===== src/rtl/array_col_sequencer.sv =====
// -----------------------------------------------------------------------------
// array_col_sequencer
//
// Purpose:
//    Captures one packed vector of COLS elements and streams it out one column
//    per beat over a valid/ready interface. A new vector may be accepted on the
//    same cycle as the final beat of the current one, so consecutive frames
//    stream with no idle cycle between them.
//
// Parameters:
//    BIT_WIDTH  width of one column element in bits
//    COLS       number of columns per packed vector (2..256)
//
// Ports:
//    clk        sole clock, rising edge
//    rst        synchronous, active-high reset
//    in         packed input vector; column i at [i*BIT_WIDTH +: BIT_WIDTH]
//    in_valid   the value on in is offered
//    in_ready   the block accepts in this cycle
//    out        current column element (0 while idle)
//    out_col    index of the column on out (0 while idle)
//    out_last   out_col is the final column of the frame
//    out_valid  out, out_col and out_last are valid
//    out_ready  the downstream consumer accepts the beat
//
// Build option:
//    ARRAY_COL_SEQ_REVERSE_EN  when defined, columns stream from COLS-1 down to
//                              0 and out_last marks column 0. When undefined,
//                              columns stream from 0 up to COLS-1.
// -----------------------------------------------------------------------------
module array_col_sequencer #(
   parameter int BIT_WIDTH = 4,
   parameter int COLS      = 8
) (
   input  logic                      clk,
   input  logic                      rst,
   input  logic [COLS*BIT_WIDTH-1:0] in,
   input  logic                      in_valid,
   output logic                      in_ready,
   output logic [BIT_WIDTH-1:0]      out,
   output logic [$clog2(COLS)-1:0]   out_col,
   output logic                      out_last,
   output logic                      out_valid,
   input  logic                      out_ready
);

   localparam int               COL_W   = $clog2(COLS);
   localparam logic [COL_W-1:0] COL_MAX = COL_W'(COLS - 1);

`ifdef ARRAY_COL_SEQ_REVERSE_EN
   localparam logic [COL_W-1:0] COL_FIRST = COL_MAX;
   localparam logic [COL_W-1:0] COL_FINAL = '0;
`else
   localparam logic [COL_W-1:0] COL_FIRST = '0;
   localparam logic [COL_W-1:0] COL_FINAL = COL_MAX;
`endif

   typedef enum logic {
      S_IDLE,     // no frame held
      S_STREAM    // frame held, beats pending
   } state_t;

   state_t                    r_state;
   state_t                    w_state_next;
   logic [COL_W-1:0]          r_col;
   logic [COL_W-1:0]          w_col_next;
   logic [COL_W-1:0]          w_col_step;
   logic [COLS*BIT_WIDTH-1:0] r_data;
   logic [BIT_WIDTH-1:0]      w_elem;
   logic                      w_last;
   logic                      w_load;
   logic                      w_out_hs;

   // Neighbouring column in streaming order. The counter only steps on a
   // non-last beat, so it can never walk past COL_MAX even when COLS is not a
   // power of two.
`ifdef ARRAY_COL_SEQ_REVERSE_EN
   assign w_col_step = r_col - COL_W'(1);
`else
   assign w_col_step = r_col + COL_W'(1);
`endif

   // Column select written as a compare-per-column mux so no index can ever
   // reach past the top of r_data.
   always_comb begin
      w_elem = '0;
      for (int i = 0; i < COLS; i++) begin
         if (r_col == COL_W'(i)) begin
            w_elem = r_data[i*BIT_WIDTH +: BIT_WIDTH];
         end
      end
   end

   // -------------------------------------------------------------------------
   // Next-state and handshake logic
   // -------------------------------------------------------------------------
   // NOTE: every signal driven here gets a default before the case statement;
   // a path that left one unassigned would infer a latch.
   always_comb begin
      w_state_next = r_state;
      w_col_next   = r_col;
      out_valid    = 1'b0;
      in_ready     = 1'b0;
      w_last       = 1'b0;

      case (r_state)
         S_IDLE: begin
            in_ready = 1'b1;
         end
         S_STREAM: begin
            out_valid = 1'b1;
            w_last    = (r_col == COL_FINAL);
            // Accept the next frame only when the final beat leaves this very
            // cycle; this is what removes the bubble between frames. It never
            // looks at in_valid, so no combinational path runs in_valid->in_ready.
            in_ready  = w_last & out_ready;
         end
         default: begin
            in_ready = 1'b0;
         end
      endcase

      w_load   = in_valid & in_ready;
      w_out_hs = out_valid & out_ready;

      case (r_state)
         S_IDLE: begin
            if (w_load) begin
               w_state_next = S_STREAM;
               w_col_next   = COL_FIRST;
            end
         end
         S_STREAM: begin
            if (w_out_hs) begin
               if (!w_last) begin
                  w_col_next = w_col_step;
               end else if (w_load) begin
                  w_col_next = COL_FIRST;
               end else begin
                  // Park the counter at 0 so out_col reads 0 while idle in
                  // both streaming orders.
                  w_state_next = S_IDLE;
                  w_col_next   = '0;
               end
            end
         end
         default: begin
            w_state_next = S_IDLE;
            w_col_next   = '0;
         end
      endcase
   end

   // -------------------------------------------------------------------------
   // State register
   // -------------------------------------------------------------------------
   // NOTE: sequential state uses non-blocking assignments so every register
   // samples the values from before this edge regardless of statement order.
   always_ff @(posedge clk) begin
      if (rst) begin
         r_state <= S_IDLE;
         r_col   <= '0;
      end else begin
         r_state <= w_state_next;
         r_col   <= w_col_next;
      end
   end

   // NOTE: the frame buffer is deliberately not reset. It is only observed
   // while in S_STREAM, which can only be reached through a load, and out is
   // forced to 0 while idle, so clearing it would add reset fan-out for nothing.
   // A load during reset is harmless because the state stays in S_IDLE.
   always_ff @(posedge clk) begin
      if (w_load) begin
         r_data <= in;
      end
   end

   // -------------------------------------------------------------------------
   // Outputs
   // -------------------------------------------------------------------------
   assign out      = (r_state == S_STREAM) ? w_elem : '0;
   assign out_col  = r_col;
   assign out_last = w_last;

   // -------------------------------------------------------------------------
   // Invariants
   // -------------------------------------------------------------------------
   a_col_in_range : assert property (@(posedge clk) disable iff (rst)
      r_col <= COL_MAX);

   a_idle_col_zero : assert property (@(posedge clk) disable iff (rst)
      (r_state == S_IDLE) |-> (r_col == '0));

endmodule


===== config.mk =====
export PLATFORM = sky130hd
export DESIGN_NAME = array_col_sequencer
export DESIGN_NICKNAME = d
export VERILOG_FILES = /design/src/rtl/array_col_sequencer.sv
export SDC_FILE = /design/constraint.sdc
export NUM_CORES = 1
export LEC_CHECK = 0
export CAP_MARGIN = 20
export CORE_ASPECT_RATIO = 0.5
export CORE_MARGIN = 8
export CORE_UTILIZATION = 35
export DETAILED_ROUTE_END_ITERATION = 10
export GPL_TIMING_DRIVEN = 0
export HOLD_SLACK_MARGIN = 0.03
export PLACE_DENSITY = 0.71
export SYNTH_ARGS = -nofsm -noshare
export SYNTH_HDL_FRONTEND = slang
export SYNTH_SLANG_ARGS = --single-unit

===== constraint.sdc =====
create_clock -name clk -period 3.1 [get_ports clk]
set_input_delay 0.62 -clock clk [delete_from_list [all_inputs] [get_ports clk]]
set_output_delay 0.62 -clock clk [all_outputs]
set_load 0.03 [all_outputs]

---- After elaboration in Yosys (flattened, before gate mapping) ----
Index checks and enable logic that the tools add are counted.
storage, ports and cells
  bits in registers ....................... 36
  bits in latches ......................... 0
  memory bits (writable) .................. 0
  ROM bits ................................ 0
  input port bits ......................... 36
  output and inout bits ................... 10
  logic and storage cells ................. 39
  memories ................................ 0
cells by class
  $add $sub $neg .......................... 1
  $mul .................................... 0
  divide/modulo/power cells ............... 0
  order comparisons ....................... 0
  equal/unequal tests ..................... 9
  shift-type cells ........................ 0
  muxes and demuxes ....................... 20
  bitwise gates (word level) .............. 4
  reduce and logical (&&, ||, !) cells .... 2
operator list
  operator             number
  $mux 4               9
  $eq 3x3->1 const B   4
  $mux 3               3
  $eq 3x2->1 const B   2
  $pmux 3 s2           1
  $mux 1               5
  $pmux 1 s2           2
  $add 3x1->3 const B  1
  $and 1x1->1          3
  $eq 3x1->1 const B   1
  $logic_not 3->1      1
  $ne 2x1->1 const B   1
  $ne 2x2->1 const B   1
  $reduce_and 2->1     1
  $not 1->1            1

---- Depth between registers and ports, before layout ----
Gate-level depths: netlist (run 1).
  depth after elaboration ................. 10
  depth in mapped cells ................... 8

---- Least setup slack after synthesis (run 1) ----
OpenSTA, ideal clock, no wires.
  path kind ............................... reg-to-reg
  start ................................... register r_col[0], in the netlist out_col[0]
  end ..................................... register r_data[0] (enable)
  library setup time ...................... 0.392 ns
  data arrival time ....................... 2.257 ns
  required time ........................... 2.708 ns
  setup slack ............................. 0.452 ns
  stages on the path, launching flop included .. 7
  path buffers ............................ 0
  clock period less this slack ............ 2.648 ns
  cell sequence ........................... dfxtp_1 ha_1 ha_1 nand2_1 and2_1 inv_1 and2_1
on the way
  word-level cells in the longest chain between the ends .. 4
RTL lines
  element                 RTL line  text
  start, declared         65        logic [COL_W-1:0] r_col;
  start signal, assigned  165       r_col <= w_col_next;
  $eq 3x3->1              112       w_last = (r_col == COL_FINAL);
  $and 1x1->1             116       in_ready = w_last & out_ready;
  $pmux 1 s2              106       case (r_state)
  net in_ready            39        output logic in_ready,
  $and 1x1->1             123       w_load = in_valid & in_ready;
  net w_load              71        logic w_load;
  end signal, assigned    175       r_data <= in;
  end, declared           68        logic [COLS*BIT_WIDTH-1:0] r_data;
The timed path passes the listed nets, and every way through them passes these cells.
A chain may end at the register's enable or synchronous reset.

---- Final worst setup path (run 1) ----
  start ................................... register r_col[1], in the netlist out_col[1]
  end ..................................... output port out[1]
on the way
  word-level cells in the longest chain between the ends .. 10
  elaborated cells between the ends (all ways) .. 17
RTL lines
  element              RTL line  text
  $logic_not 3->1      88        if (r_col == COL_W'(i)) begin
  $mux 4 (7 in a row)  88
  $mux 4 (*)           88
  $mux 4 (*)           182       assign out = (r_state == S_STREAM) ? w_elem : '0;
  end, declared        40        output logic [BIT_WIDTH-1:0] out,
Mark *: on every way between the ends. The rest lies on a longest branch, timed or not.

==> results of run 1 <==
## metrics by stage
| stage | hold WS, ps | setup WS (ps) | instances | instance area (µm²) | power, mW |
|---|---|---|---|---|---|
| floorplan | 680.7 | 451.5 | 121 | 1565 | 0.6259 |
| global placement | 572.1 | 43.84 | 223 | 2087 | 0.6948 |
| detailed placement | 584.8 | -20.97 | 224 | 2102 | 0.7014 |
| CTS | 598.2 | 4.891 | 231 | 2182 | 1.006 |
| global route | 671.5 | 23.84 | 231 | 2186 | 1.035 |
| finish | 588.5 | 170.1 | 231 | 2186 | 0.9961 |
## critical path: stages, from the launching register on
cell and delay (ps):
dfxtp_1 430, inv_1 90, ha_1 310, or2_1 320
a22oi_1 190, o22ai_1 120, a32o_1 280, clkdlybuf4s15_2 290
## layout by cell type, fill, tap and decap left out, types with 2 or more instances in the layout
master,n
a21oi_1,2
clkdlybuf4s15_2,2
edfxtp_1,32
nor2b_1,9
o22ai_1,4
nand3_1,4
nor2_1,5
a32o_1,4
nand2_1,7
clkbuf_1,3
clkdlybuf4s50_1,41
dfxtp_1,4
nor3_1,6
and2_1,3
clkbuf_8,5
clkbuf_2,4
inv_1,5
ha_1,6
o21ai_0,12
a22oi_1,4
a221oi_1,3
## metal layers
metal / track usage / vias to the layer above
met4: 0.04508 / 0
li1: - / 560
met3: 0.03588 / 9
met1: 0.1157 / 553
met5: 0 / -
met2: 0.1669 / 35
## layout make-up
| type | instances | area share |
|---|---|---|
| Tap cell | 57 | 0.03263 |
| Multi-Input combinational cell | 74 | 0.2209 |
| Sequential cell | 36 | 0.4762 |
| Buffer | 6 | 0.01660 |
| Inverter | 5 | 0.008586 |
| Timing Repair Buffer | 46 | 0.2095 |
| Clock inverter | 1 | 0.002290 |
| Clock buffer | 6 | 0.03320 |
## cell families after synthesis
logic type	count (synthesis)	synth area share
compound gates	31	0.1335
fa+ha+maj	6	0.04796
buf+inv	11	0.03197
flops	36	0.6651
mux	1	0.006395
simple gates	36	0.1151
## power by group through the flow
stage	clock, mW	combinational, mW	sequential (mW)
finish	0.307	0.122	0.567
global route	0.335	0.131	0.569
CTS	0.316	0.123	0.567
detailed placement	0	0.123	0.578
global placement	0	0.118	0.577
floorplan	0	0.0480	0.578
## repair_timing
action / CTS / global route
setup buffers: 0 / 0
gates cloned: 0 / 0
setup endpoints to repair: 4 / 5
gates resized for setup: 10 / 8
pin swaps: 0 / 0
endpoints found under the hold margin: 0 / 0
## sequential cells by signal, indices dropped and copies added, names as in the netlist
signal,flops
out_col,3
r_data,32
r_state,1
## worst max path at each step
| stage | startpoint | to |
|---|---|---|
| after floorplan | out_col[0]$_SDFFE_PP0P_ | r_data[0]$_DFFE_PP_ |
| after global placement | out_col[2]$_SDFFE_PP0P_ | out[1] |
| after detailed placement | out_col[2]$_SDFFE_PP0P_ | out[1] |
| after CTS | out_col[2]$_SDFFE_PP0P_ | out[2] |
| after global routing | out_col[2]$_SDFFE_PP0P_ | out[3] |
| final | out_col[1]$_SDFFE_PP0P_ | out[1] |
==> results by group, run 1 <==
Finish
  • Layout cells sized above 1: 0.09770
  • Util after Layout: 0.5037
  • Area grow syn2layout: 39.65%
  • # diodes: 0
  • Sequential Area: 1041 µm²
  • Fill count: 394
  • Area taken by multi-input logic gates: 483.0 µm²
  • Nets@finish: 216

Drt
  • First drt pass iteration count: 4
  • DR vias/cell: 5.009
  • Met2 WL: 1.839 mm
  • DR vias: 1157
  • Routed length per placed instance: 15.70 µm
  • Met1 WL: 1.499 mm
  • WL final: 3.627 mm
  • Top sig layer: met4
  • Detailed Route Iter0 Violations: 67
  • Antenna-violating nets left: 0
  • Met3 wire length: 222 µm
  • DRC violations left: 0

STA
  • Endpoints failing setup: 0
  • Final setup skew: 10.84 ps
  • Fin crit share: 0.9451
  • Fin. max-slew vios: 0
  • Fmax: 0.3413 GHz
  • Transition time of the tightest slew-check pin: roughly 770 ps
  • Hold Vio Cnt, Final: 0
  • RSZ-0062 raised after global routing: false
  • Final setup TNS: 0 ps
  • Crit path time final: 2930 ps
  • Max-slew headroom at the worst pin: 0.4850

Run status
  • Run status: finished, final reports clean

Setup path
  • R2R depth: 7
  • Reg-to-reg critical path startpoint: out_col[1]$_SDFFE_PP0P_
  • WS Path Type: reg -> out
  • Crit path arrival time: 2310 ps
  • Startpoint Class: flop
  • Crit path max fanout: 8
  • CP Capture Type: primary output
  • R2R Setup Slk: 750 ps
  • Reg-to-Reg End: r_data[15]$_DFFE_PP_
  • CP required: 2480 ps

Floorplanning
  • Overall die width: 110.6 µm
  • Die ar.: 6998 µm²
  • Top-Level Pins: 46
  • Core Rows: 17
  • Initial Utilization: 0.3607
  • Chip height: 63.29 µm
  • Core area: between 4000 and 5000 µm²

Synthesis
  • Post-synthesis instance area: 1565 µm²
  • Synth top area share: 0.6139
  • Syn_nets: ~160
  • Most common cell in the netlist: edfxtp_1
  • Seq/Total Area, Yosys: 0.6651
  • Top_reg_cell synth: edfxtp_1
  • EDFF count, synth: 32
  • Synth warnings: 0
  • Syn_area_per_cell: 12.94 µm²
  • Largest area contributor in the netlist: edfxtp_1
  • Largest cells by area after synthesis: edfxtp_1 61%, dfxtp_1 5.1%, ha_1 4.8%
  • Synth Register Bits: 36
  • Async set or reset register ratio after synthesis: 0
  • Post-Synthesis Cells: 121
  • Synth top cells by count: 32 x edfxtp_1, 12 x o21ai_0, 9 x nor2b_1
  • Synth cell types: 22

Run
  • Max_cap viols: 0

Power
  • Psw: 218.6 µW
  • P per Cell Area: 455.7 nW/µm²
  • Pleak: 0.7436 nW
  • Sw Share: 0.2195
  • Sequential Power Share: 0.570
  • Clock Power Share: 0.308
  • Gate power share: 0.122
  • VDD IR max: 0.0001991 V
  • Cell Int Power: 777.4 µW

Placed design
  • Port Buffer Count: 45
  • RePlAce Congestion: between 0.9 and 1
  • Dpl hpwl: 2.826 mm

Min path
  • HP Start: out_col[0]$_SDFFE_PP0P_
  • Hold path cells: 2
  • Hold crit path type: reg -> reg
  • Hold Crit Endpoint: out_col[0]$_SDFFE_PP0P_

Clock network
  • CTS sink cnt: 36
  • Reg clk slew, reported paths: 70 ps
  • Max Root-Sink Buffers: 2
  • TritonCTS clock tree: built
  • CTS root buffer: clkbuf_8
  • Post-cts hold buffer count: 0
  • CTS HTree Levels: 2
  • Worst-skew pair later-pin latency: 280 ps
  • Num CTS Buffers: 5

GRT
  • First-pass GRT wire length: 5.740 mm
  • Vias in the first global route: around 1200
  • GR Overflow Total: 0
  • Largest net degree at the start of global routing: 18
  • Gr usage total: 0.1009
  • Antenna violations before repair: 0
(Power assumes the default switching activity.)
==> inputs of run 2 (changes only) <==
==> constraint.sdc (replaced) <==
create_clock -name clk -period 2.75 [get_ports clk]
set_input_delay 0.55 -clock clk [delete_from_list [all_inputs] [get_ports clk]]
set_output_delay 0.55 -clock clk [all_outputs]
set_load 0.03 [all_outputs]
==> results by group, run 2 (same netlist as run 1, synthesis figures left out) <==
Run status
  • Run status: finished, final reports clean

Setup path
  • Cell mode on critical path: buf_4
  • Critical path, cell by cell: buf_4 > buf_4 > inv_1 > ha_2 > a22oi_1 > o22ai_1 > a32o_1 > clkbuf_4
  • Reg-to-Reg End: r_data[15]$_DFFE_PP_
  • Startpoint Class: flop
  • Crit path from: out_col[2]$_SDFFE_PP0P_
  • Crit path max fanout: 10 (+2)
  • R2R Setup Slk: 420 ps (-330 ps)
  • Slowest cell delay on critical path: 370 ps (-60 ps)
  • WS Path Type: reg -> out
  • CP required: 2200 ps (-280 ps)
  • Reg-to-reg critical path startpoint: out_col[0]$_SDFFE_PP0P_
  • CP Capture Type: primary output
  • Crit-path slowest cell: dfxtp_1
  • R2R depth: 7 (unchanged)
  • Crit path arrival time: 2090 ps (-220 ps)

Drt
  • WL final: 3.684 mm (+1.6%)
  • First drt pass iteration count: 4 (unchanged)
  • Routed length per placed instance: 15.95 µm (+1.6%)
  • DR vias/cell: 5.069 (+1.2%)
  • Detailed Route Iter0 Violations: 64 (-4.5%)
  • DRC violations left: 0 (unchanged)
  • Antenna-violating nets left: 0 (unchanged)
  • DR vias: 1171 (+1.2%)

GRT
  • Largest net degree at the start of global routing: 18 (unchanged)
  • Vias in the first global route: 1248 (+0.48%)
  • First-pass GRT wire length: 5.823 mm (+1.4%)
  • Gr usage total: 0.1021 (+0.001213)
  • Antenna violations before repair: 0 (unchanged)
  • GR Overflow Total: 0 (unchanged)

STA
  • Fin. max-slew vios: 0 (unchanged)
  • Transition time of the tightest slew-check pin: 796.8 ps (+24.24 ps)
  • Final setup skew: 9.343 ps (-1.500 ps)
  • Endpoints failing setup: 0 (unchanged)
  • Hold Vio Cnt, Final: 0 (unchanged)
  • Fin crit share: 0.9588
  • Fmax: 0.3793 GHz
  • Crit path time final: 2637 ps
  • Max-slew headroom at the worst pin: 0.4688 (-0.01616)
  • Final setup TNS: 0 ps (unchanged)
  • Min Hold Slack: 559.0 ps (-29.56 ps)

Placed design
  • Port Buffer Count: 45 (unchanged)
  • Placed insts: 224 (unchanged)
  • DP Area: 2102 µm² (unchanged)
  • Dpl hpwl: 2.826 mm (unchanged)
  • RePlAce Congestion: 0.9055 (unchanged)

Floorplanning
  • Die ar.: 6998 µm² (unchanged)
  • Top-Level Pins: 46 (unchanged)
  • Chip height: 63.29 µm (unchanged)
  • Core Rows: 17 (unchanged)
  • Core area: 4339 µm² (unchanged)
  • Initial Utilization: 0.3607 (unchanged)
  • Overall die width: 110.6 µm (unchanged)

Finish
  • Non-Filler Instances: 231 (unchanged)
  • Util after Layout: 0.5107 (+0.006920)
  • Final Cell Area: 2216 µm² (+1.4%)
  • # diodes: 0 (unchanged)
  • Fill count: 394 (unchanged)
  • Commonest non-fill, non-tap cells in the layout: 40 x clkdlybuf4s50_1, 32 x edfxtp_1, 12 x o21ai_0
  • Area grow syn2layout: 41.57%
  • Layout cells sized above 1: 0.1494 (+0.05172)
  • Area taken by multi-input logic gates: 511.7 µm² (+6.0%)
  • Sequential Area: 1044 µm² (+0.24%)
  • Nets@finish: 216 (unchanged)
  • Max FFs per register: 32 (unchanged)
  • Biggest register: r_data
  • Commonest non-fill, non-tap cell in the layout: clkdlybuf4s50_1

Power
  • Sw Share: 0.2198 (+0.0003217)
  • Cell Int Power: 877.9 µW (+13%)
  • Clock Power Share: 0.307 (about the same)
  • Gate power share: 0.124 (+0.002)
  • Sequential Power Share: 0.569 (about the same)
  • Psw: 247.4 µW (+13%)
  • Pleak: 0.7728 nW (+3.9%)
  • P per Cell Area: 507.8 nW/µm² (+11%)
  • VDD IR max: 0.0002250 V (+13%)

Min path
  • Hold Crit Endpoint: out_col[0]$_SDFFE_PP0P_
  • Hold path cells: 2 (unchanged)
  • HP Start: out_col[0]$_SDFFE_PP0P_
  • Hold crit path type: reg -> reg

Clock network
  • CTS sink cnt: 36 (unchanged)
  • Post-CTS Setup Bufs: 0 (unchanged)
  • CTS HTree Levels: 2 (unchanged)
  • Max Root-Sink Buffers: 2 (unchanged)
  • Reg clk slew, reported paths: 70 ps (about the same)
  • Worst-skew pair later-pin latency: 280 ps (about the same)
  • CTS root buffer: clkbuf_8
  • TritonCTS clock tree: built
  • Post-cts hold buffer count: 0 (unchanged)
  • Num CTS Buffers: 5 (unchanged)

Run
  • Max_cap viols: 0 (unchanged)
-- run 2: routing by layer --
metal	global-route usage	routed length (µm)	part of all wire	vias to the layer above
li1	-	-	-	563
met1	0.1201	1543	0.42	565
met2	0.1647	1833	0.50	36
met3	0.03399	239	0.065	7
met4	0.05008	68	0.018	0
met5	0	0	0	-
-- run 2: cell type report --
class	instances	share of cell area
Buffer	6	0.01807
Clock buffer	6	0.03275
Clock inverter	1	0.002259
Inverter	5	0.008470
Multi-Input combinational cell	74	0.2309
Sequential cell	36	0.4709
Tap cell	57	0.03219
Timing Repair Buffer	46	0.2044
-- run 2: what timing repair did --
action | in CTS | in global routing
gates resized for setup | 31 | 9
pin swaps | 0 | 1
endpoints found under the setup margin | 5 | 5
-- run 2: critical path, delay by kind of cell, from the launching register on --
kind,cells,cell delay (ps)
AOI/OAI and AO/OA,3,620
DFF,1,370
adders and majority gates,1,230
buffers and inverters,4,590
-- run 2: power groups by stage --
stage | registers (mW) | clock network, mW | logic (mW)
after floorplan | 0.651 | 0 | 0.0541
after global placement | 0.651 | 0 | 0.133
after detailed placement | 0.652 | 0 | 0.139
after CTS | 0.640 | 0.356 | 0.138
after global routing | 0.642 | 0.378 | 0.150
final | 0.640 | 0.345 | 0.140
-- run 2: worst max path at each step --
| stage | slack, ps | cells after the start | end |
|---|---|---|---|
| 3_3_place_gp | -240 | 9 | out[1] |
| 4_1_cts | 50 | 5 | out_last |
| 2_1_floorplan | 100 | 6 | r_data[0]$_DFFE_PP_ |
| 6_report | 110 | 8 | out[3] |
| 3_5_place_dp | -300 | 9 | out[1] |
| 5_1_grt | -1 | 9 | out[3] |
-- run 2: through the flow --
step           power [mW]  worst slack, ps
3_3_place_gp       0.7833           -236.2
4_1_cts             1.134            52.45
2_1_floorplan      0.7056            101.5
3_5_place_dp       0.7906           -301.0
6_report            1.125            113.4
5_1_grt             1.170           -1.070
==> inputs of run 3 (changes only) <==
--- a/config.mk
+++ b/config.mk
@@ -5,7 +5,7 @@
 export SDC_FILE = /design/constraint.sdc
 export NUM_CORES = 1
 export LEC_CHECK = 0
-export CAP_MARGIN = 20
+export CAP_MARGIN = 25
 export CORE_ASPECT_RATIO = 0.5
 export CORE_MARGIN = 8
 export CORE_UTILIZATION = 35
==> constraint.sdc (replaced) <==
create_clock -name clk -period 3.2 [get_ports clk]
set_input_delay 0.64 -clock clk [delete_from_list [all_inputs] [get_ports clk]]
set_output_delay 0.64 -clock clk [all_outputs]
set_load 0.03 [all_outputs]
==> results by group, run 3 (same netlist as run 1, synthesis figures left out) <==
STA
  • Fin. max-slew vios: 0 (unchanged)
  • Transition time of the tightest slew-check pin: 798.4 ps (+1.598 ps)
  • Crit path time final: 2986 ps
  • Endpoints failing setup: 0 (unchanged)
  • Final setup TNS: 0 ps (unchanged)
  • Fmax: roughly 0.33 GHz
  • Final setup skew: 9.842 ps (+0.4984 ps)
  • Min Hold Slack: 587.7 ps (+28.74 ps)
  • Max-slew headroom at the worst pin: 0.4677 (-0.001066)
  • Fin crit share: 0.9332
  • RSZ-0062 raised after global routing: false
  • Hold Vio Cnt, Final: 0 (unchanged)

Power
  • P per Cell Area: 445.4 nW/µm² (-12%)
  • Pleak: 0.7358 nW (-4.8%)
  • Overall Power: 961.8 µW (-15%)
  • VDD IR max: 0.0001909 V (-15%)

GRT
  • GR Overflow Total: 0 (unchanged)
  • Antenna violations before repair: 0 (unchanged)
  • Vias in the first global route: 1240 (-0.64%)
  • Gr usage total: 0.1013 (-0.0008089)
  • First-pass GRT wire length: 5.768 mm (-0.94%)
  • Largest net degree at the start of global routing: 18 (unchanged)

Setup path
  • Top delay family on crit path: buffers and inverters
  • Crit path arrival time: 2350 ps (+260 ps)
  • CP required: 2560 ps (+360 ps)
  • Reg-to-Reg End: r_data[8]$_DFFE_PP_
  • Startpoint Class: flop
  • Buf/Inv on CP: 4 (unchanged)
  • WS Path Type: reg -> out
  • Crit-path slowest cell: dfxtp_1
  • Total stage count of the critical path: 9 (+1)
  • CP Capture Point: out[1]
  • Crit path from: out_col[2]$_SDFFE_PP0P_
  • Crit path max fanout: 10 (unchanged)
  • Critical path, cell by cell: clkbuf_1 > buf_2 > inv_1 > ha_1 > nor2_1 > o21ai_0 > o22ai_1 > a32o_1 > clkbuf_2
  • R2R depth: 7 (unchanged)
  • Reg-to-reg critical path startpoint: out_col[1]$_SDFFE_PP0P_
  • Slowest cell delay on critical path: 360 ps (about the same)
  • CP Capture Type: primary output
  • R2R Setup Slk: 840 ps (+420 ps)

Finish
  • Commonest non-fill, non-tap cell in the layout: clkdlybuf4s50_1
  • Layout cells sized above 1: 0.07471 (-0.07471)
  • # diodes: 0 (unchanged)
  • Biggest register: r_data
  • Nets@finish: 216 (unchanged)
  • Fill count: 403 (+2.3%)
  • Commonest non-fill, non-tap cells in the layout: 41 x clkdlybuf4s50_1, 32 x edfxtp_1, 12 x o21ai_0
  • Final Cell Area: 2160 µm² (-2.5%)
  • Max FFs per register: 32 (unchanged)
  • Area grow syn2layout: 37.97%

Clock network
  • Worst-skew pair later-pin latency: 280 ps (about the same)
  • Num CTS Buffers: 5 (unchanged)
  • TritonCTS clock tree: built
  • Post-cts hold buffer count: 0 (unchanged)
  • CTS sink cnt: 36 (unchanged)
  • CTS root buffer: clkbuf_8
  • Max Root-Sink Buffers: 2 (unchanged)
  • # resized after CTS: 4 (-87%)
  • Post-CTS Setup Bufs: 0 (unchanged)
  • Reg clk slew, reported paths: 70 ps (about the same)
  • CTS HTree Levels: 2 (unchanged)

Placed design
  • DP Area: 2102 µm² (unchanged)
  • Dpl hpwl: 2.826 mm (unchanged)
  • Port Buffer Count: 45 (unchanged)
  • RePlAce Congestion: 0.9055 (unchanged)

Drt
  • DR vias: 1170 (-0.085%)
  • Antenna-violating nets left: 0 (unchanged)
  • DR vias/cell: 5.065 (about the same)
  • DRC violations left: 0 (unchanged)
  • First drt pass iteration count: 4 (unchanged)
  • WL final: 3.652 mm (-0.87%)
  • Routed length per placed instance: 15.81 µm (-0.87%)
  • Detailed Route Iter0 Violations: 91 (+42%)

Floorplanning
  • Chip height: 63.29 µm (unchanged)
  • Overall die width: 110.6 µm (unchanged)
  • Top-Level Pins: 46 (unchanged)
  • Core Rows: 17 (unchanged)
  • Core area: 4339 µm² (unchanged)
  • Initial Utilization: 0.3607 (unchanged)
  • Die ar.: 6998 µm² (unchanged)

Run status
  • Run status: finished, final reports clean

Min path
  • Hold crit path type: reg -> reg

Run
  • Max_cap viols: 0 (unchanged)
run 3: changes by cell type in the layout (fill, tap and decap cells not counted), sizes merged:
cell,delta
clkbuf,+3
dlymetal6s2s,-1
buf,-3
clkdlybuf4s50,+1
run 3: area by class of cell:
type,count,area [µm²],share of cell area
flip-flops and latches,36,1041,0.4820
multi-input cells,74,474.2,0.2196
repair buffers,46,445.4,0.2063
clock buffers,6,72.57,0.03360
well taps,57,71.32,0.03302
plain buffers,6,31.28,0.01448
inverters,5,18.77,0.008691
clock inverters,1,5.005,0.002317
run 3: worst min-delay path by stage:
stage	start	end	slack, ps	cells after the start
2_1_floorplan	out_col[0]$_SDFFE_PP0P_	out_col[0]$_SDFFE_PP0P_	680	2
3_3_place_gp	out_col[1]$_SDFFE_PP0P_	out_col[1]$_SDFFE_PP0P_	570	2
3_5_place_dp	out_col[0]$_SDFFE_PP0P_	out_col[0]$_SDFFE_PP0P_	580	2
4_1_cts	out_col[0]$_SDFFE_PP0P_	out_col[0]$_SDFFE_PP0P_	600	2
5_1_grt	out_col[0]$_SDFFE_PP0P_	out_col[0]$_SDFFE_PP0P_	670	2
6_report	out_col[0]$_SDFFE_PP0P_	out_col[0]$_SDFFE_PP0P_	590	2
run 3: tightest hold or removal path: stages, from the launching register on:
cell	delay, ps
dfxtp_1	360
a21oi_1	140
nor2_1	40
run 3: where the power goes:
group	total, mW	leakage [nW]	internal [mW]	switching [mW]
registers	0.550	0.337	0.541	0.00870
clock network	0.296	0.0410	0.148	0.148
logic	0.116	0.357	0.0627	0.0535
run 3: stage by stage:
step,utilization,std cells,worst slack [ps]
finish,0.4977,231,213.8
global route,0.4977,231,18.35
detailed placement,0.4844,224,59.03
global placement,0.4810,223,123.8
CTS,0.5012,231,8.564
floorplan,-,121,551.5
run 3: per-layer routing:
| layer | up-vias | share of wire | GRT usage |
|---|---|---|---|
| met4 | 0 | 0.0090 | 0.05008 |
| met3 | 4 | 0.054 | 0.03305 |
| li1 | 561 | - | - |
| met2 | 35 | 0.51 | 0.1647 |
| met1 | 570 | 0.43 | 0.1185 |
| met5 | - | 0 | 0 |
